[src/rtl/proc_defs.sv]
// proc_defs: opcode classes, instruction field positions and sequencer state encoding
package proc_defs;
  localparam logic [3:0] OP_ADD = 4'h0, OP_1 = 4'h1, OP_2 = 4'h2, OP_3 = 4'h3;
  localparam logic [3:0] OP_4 = 4'h4, OP_5 = 4'h5, OP_6 = 4'h6, OP_HALT = 4'hF;
  localparam int CODOP_HI = 15, CODOP_LO = 12, RC_HI = 11, RC_LO = 8;
  localparam int RA_HI = 7, RA_LO = 4, RB_HI = 3, RB_LO = 0;
  typedef enum logic [2:0] {IDLE, FETCH, ISSUE, GAP, HALT} state_t;
  function automatic logic is_illegal(input logic [3:0] op);
    return op > OP_6 && op != OP_HALT;
  endfunction
endpackage

[src/rtl/prog_mem.sv]
// prog_mem: program store, single write port and registered read, no reset
module prog_mem #(
  parameter int DEPTH = 16,
  parameter int AW = 4,
  parameter int DW = 16
) (
  input  logic          clk,
  input  logic          we,
  input  logic [AW-1:0] waddr,
  input  logic [DW-1:0] wdata,
  input  logic [AW-1:0] raddr,
  output logic [DW-1:0] rdata
);
  logic [DW-1:0] mem [DEPTH];
  always_ff @(posedge clk) begin
    if (we) mem[waddr] <= wdata;
    rdata <= (we && waddr == raddr) ? wdata : mem[raddr];
  end
endmodule

[src/rtl/instr_sequencer.sv]
// instr_sequencer: fetches program words and drives instr/exec with run, single-step and halt
module instr_sequencer
  import proc_defs::*;
#(
  parameter int PROG_DEPTH = 16,
  parameter int ADDR_W = 4,
  parameter int INSTR_W = 16,
  parameter int HOLD_CYCLES = 3
) (
  input  logic               CLOCK_50,
  input  logic               RST_N,
  input  logic               run,
  input  logic               step,
  input  logic               restart,
  input  logic               prog_we,
  input  logic [ADDR_W-1:0]  prog_addr,
  input  logic [INSTR_W-1:0] prog_data,
  output logic [INSTR_W-1:0] instr,
  output logic               exec,
  output logic [ADDR_W-1:0]  pc,
  output logic               busy,
  output logic               halted,
  output logic               err
);
  localparam int CW = $clog2(HOLD_CYCLES + 1);
  state_t state;
  logic step_q, step_rise, mem_we;
  logic [CW-1:0] cnt;
  logic [ADDR_W-1:0] pc_n, pc_inc;
  logic [INSTR_W-1:0] word;
  logic [3:0] op;
  always_comb begin
    step_rise = step & ~step_q;
    op = word[CODOP_HI:CODOP_LO];
    mem_we = prog_we && (state == IDLE || state == HALT);
    pc_inc = (pc == ADDR_W'(PROG_DEPTH - 1)) ? '0 : pc + ADDR_W'(1);
    pc_n = restart ? '0 : ((state == FETCH && is_illegal(op)) || state == GAP) ? pc_inc : pc;
  end
  // read address is the next pc so the word at pc is ready during the single FETCH cycle
  prog_mem #(.DEPTH(PROG_DEPTH), .AW(ADDR_W), .DW(INSTR_W)) u_mem (
    .clk(CLOCK_50), .we(mem_we), .waddr(prog_addr), .wdata(prog_data),
    .raddr(pc_n), .rdata(word)
  );
  always_ff @(posedge CLOCK_50 or negedge RST_N) begin
    if (!RST_N) begin
      state <= IDLE;
      pc <= '0;
      instr <= '0;
      exec <= 1'b0;
      busy <= 1'b0;
      halted <= 1'b0;
      err <= 1'b0;
      step_q <= 1'b0;
      cnt <= '0;
    end else begin
      step_q <= step;
      pc <= pc_n;
      if (restart) begin
        state <= IDLE;
        exec <= 1'b0;
        busy <= 1'b0;
        halted <= 1'b0;
      end else begin
        case (state)
          IDLE: if (run || step_rise) begin
            state <= FETCH;
            busy <= 1'b1;
          end
          FETCH: if (op == OP_HALT) begin
            state <= HALT;
            busy <= 1'b0;
            halted <= 1'b1;
          end else if (is_illegal(op)) begin
            err <= 1'b1;
            state <= run ? FETCH : IDLE;
            busy <= run;
          end else begin
            instr <= word;
            exec <= 1'b1;
            cnt <= '0;
            state <= ISSUE;
          end
          ISSUE: if (cnt == CW'(HOLD_CYCLES - 1)) begin
            exec <= 1'b0;
            state <= GAP;
          end else cnt <= cnt + CW'(1);
          GAP: begin
            state <= run ? FETCH : IDLE;
            busy <= run;
          end
          default: ;
        endcase
      end
    end
  end
endmodule

[config.mk]
export PLATFORM = sky130hd
export DESIGN_NAME = instr_sequencer
export DESIGN_NICKNAME = d
export VERILOG_FILES = /design/src/rtl/proc_defs.sv /design/src/rtl/prog_mem.sv /design/src/rtl/instr_sequencer.sv
export SDC_FILE = /design/constraint.sdc
export NUM_CORES = 1
export LEC_CHECK = 0
export ABC_AREA = 1
export BUFFER_PORTS_ARGS = -buffer_cell sky130_fd_sc_hd__buf_2
export CORE_MARGIN = 2
export CORE_UTILIZATION = 41
export DETAILED_ROUTE_END_ITERATION = 16
export PLACE_DENSITY_LB_ADDON = 0.08
export SYNTH_ARGS = -nofsm -noshare
export SYNTH_HDL_FRONTEND = slang
export SYNTH_HIERARCHICAL = 1
export SYNTH_SLANG_ARGS = --single-unit
[constraint.sdc]
create_clock -name CLOCK_50 -period 4.7 [get_ports CLOCK_50]
set_clock_uncertainty 0.05 [all_clocks]
set_input_delay 0.235 -clock CLOCK_50 [delete_from_list [all_inputs] [get_ports CLOCK_50]]
set_output_delay 0.235 -clock CLOCK_50 [all_outputs]
set_load 0.1 [all_outputs]
==> run metrics <==
worst-path fanout max 88; worst-margin pin slew 1.19 ns; startpoint class of the critical path flip-flop; worst path arrival time 3.57 ns; via count 8528; vias in the first global route 7940; Reg-to-Reg End instr[6]; diodes inserted 0; Fmax achieved 0.310 GHz; outcome complete, no violations; Avg Inst Size Synth 10.1 um^2; post-place setup slack 1.53 ns; register-to-register path setup slack 1.47 ns; Critical Path Sink Type flip-flop; DP HPWL 17300 um; largest net degree at the start of global routing 89; Synth area leader edfxtp_1; fin area 14300 um^2; GPL Wtd Cong 0.815; footprint of the multi-input gates 3020 um^2; Die H 179 um; PnR worst setup slack 1.47 ns; Synth area leaders edfxtp_1 (61%), nand2_1 (13%), nand3_1 (8.5%), inv_1 (6.3%), dfrtp_1 (6.0%); antenna-violating nets left 0; CTS tree built; Max-Cap Viols 0; hold_sp prog_data[3]; vias per inst 4.94; syn nets 1280; Layout Utilization 0.471; Tcrit/Tclk final 0.686; initial DRC count 766; Clock Latency Late Sink 0.50 ns; Worst VDD drop 0.000271 V; H-tree depth 2; R2R depth 14; Setup Viol. Count Final 0; Num CTS Buffers 34; total power 7.58 mW; Top Ports 50; Worst Path Required 5.04 ns; FP Rows 64; Worst Hold Class in2reg; PortBufs 49; register clock-pin slew on the reported worst setup and hold paths 0.06 ns; Final Non-Filler Cells 1725; max-slew violations 0; core area 30400 um^2; Sequential Area 8520 um^2; first-pass GRT wire length 48700 um; count of cells resized by post-cts repair 0; Hold Path Stages 1; full die area 32200 um^2; CP Cell Sequence buf_4 > nand2_1 > nand2_1 > nand2_1 > nand3_1 > nand3_1 > nand2_1 > nand3_1 > nand2_1 > inv_1 > nand2_4 > inv_6 > nand2_1 > nand2_1; clock root cell clkbuf_16; first-pass iteration count of the detailed router 5; DIE WIDTH 179 um; fin nets 1334; mapped cell area 12600 um^2; Yosys top cell area share 0.610; Residual DRC 0; Area Growth Syn to Fin 13.6%; FF+latch count, synth 290; global route total overflow 0; share of layout cells above drive strength 1 0.106; RSZ-0062 raised after global routing no; Worst Hold End u_mem/mem[0][3]; Hold Vio Cnt, Final 0; worst path bufs/invs 3; CP delay by family, top simple AND/OR/NAND/NOR gates; deepest clock path buffer count 3; Starting Density 0.414; Fin Hold WS 0.0601 ns; DP Area 13200 um^2; gr usage total 0.208; initial antenna violation count 1; Placed Instances 1663; Ys Warns 6; count of cell types in the netlist 27; Worst path max stage delay 0.85 ns; sequential area share after synthesis 0.676; Num Clock Sinks 290; WL/cell 18.9 um; minimum clock period 3.23 ns; CP Class reg2reg; Crit-path slowest cell buf_4; Syn Inst Count 1252; crit-path most repeated cell nand2_1; Max-slew headroom 0.206; Pwr Density 530 nW/um^2; final setup TNS 0 ns; number of fill cells 2871; final wirelength 32600 um; Static Leak 6.29 nW
==> routing by layer <==
metal  wire length [um]  GRT usage
met1              15900      0.307
met2              14300      0.320
met3               1730     0.0348
met4                653     0.0565
met5                  0          0
==> worst max-delay path by stage <==
stage,startpoint,endpoint,cells past startpoint,slack [ns]
finish,flip-flop,instr[6],14,1.47
detailed placement,flip-flop,instr[9],14,1.53
global route,flip-flop,instr[7],14,1.22
CTS,flip-flop,instr[9],14,1.51
global placement,flip-flop,instr[11],14,1.55
floorplan,state[0],u_mem/mem[12][0],5,2.63
==> sequential cells by signal (all words and copies together), names as in the netlist, named ones only <==
signal,count
instr,16
state,3
halted,1
exec,1
err,1
step_q,1
cnt,2
u_mem/mem,256
busy,1
pc,4
==> synthesized netlist by cell type <==
master,number
buf_1,1
nor2_4,2
xnor2_1,1
nand2_4,1
inv_1,211
buf_6,3
a21oi_1,1
nand3_1,213
or2_2,1
inv_2,4
dfxtp_1,4
dfrtp_1,30
inv_6,1
ha_1,2
nand4_1,3
buf_4,18
nand2_1,427
and2_1,1
edfxtp_1,256
buf_8,1
clkbuf_1,10
nand3b_1,3
nand2_2,1
a31o_2,1
o21ai_0,3
buf_2,20
nor2_1,33
==> layout make-up <==
class,instances,area share
Multi-Input combinational cell,693,0.211
Timing Repair Buffer,71,0.0292
Clock inverter,10,0.00332
Sequential cell,290,0.595
Tap cell,396,0.0346
Clock buffer,49,0.0692
Inverter,216,0.0572
==> repair_timing <==
| action | CTS | global route |
|---|---|---|
| setup endpoints to repair | 0 | 0 |
| hold buffers | 3 | 0 |
| endpoints found under the hold margin | 37 | 0 |
| buffers inserted | 0 | 0 |
==> logic make-up (layout without fill, tap and decap cells) <==
logic type / count (synthesis) / after routing / synth area share
adders and majority gates: 2 / 2 / 0.00198
DFF: 290 / 290 / 0.676
and+or+nand+nor: 685 / 685 / 0.229
buffers and inverters: 269 / 346 / 0.0905
AOI/OAI and AO/OA: 5 / 5 / 0.00228
xor gates and xnor gates: 1 / 1 / 0.000695
==> power breakdown <==
group | leakage (nW) | internal, mW | switching (mW)
sequential | 2.73 | 2.96 | 0.106
clock | 0.510 | 1.46 | 0.994
combinational | 3.05 | 0.445 | 1.61
total | 6.29 | 4.87 | 2.71
==> placed cells by master, fill, tap and decap left out, types with 4 or more instances in the layout <==
cell type	n
edfxtp_1	256
clkbuf_1	10
clkinv_2	4
nor2_2	9
buf_2	49
nand2_1	427
buf_4	19
dfrtp_1	30
nand3_1	213
inv_1	211
nor2_4	9
clkinv_1	5
clkbuf_16	37
nor2_1	17
Power figures use the tool's default switching activity.
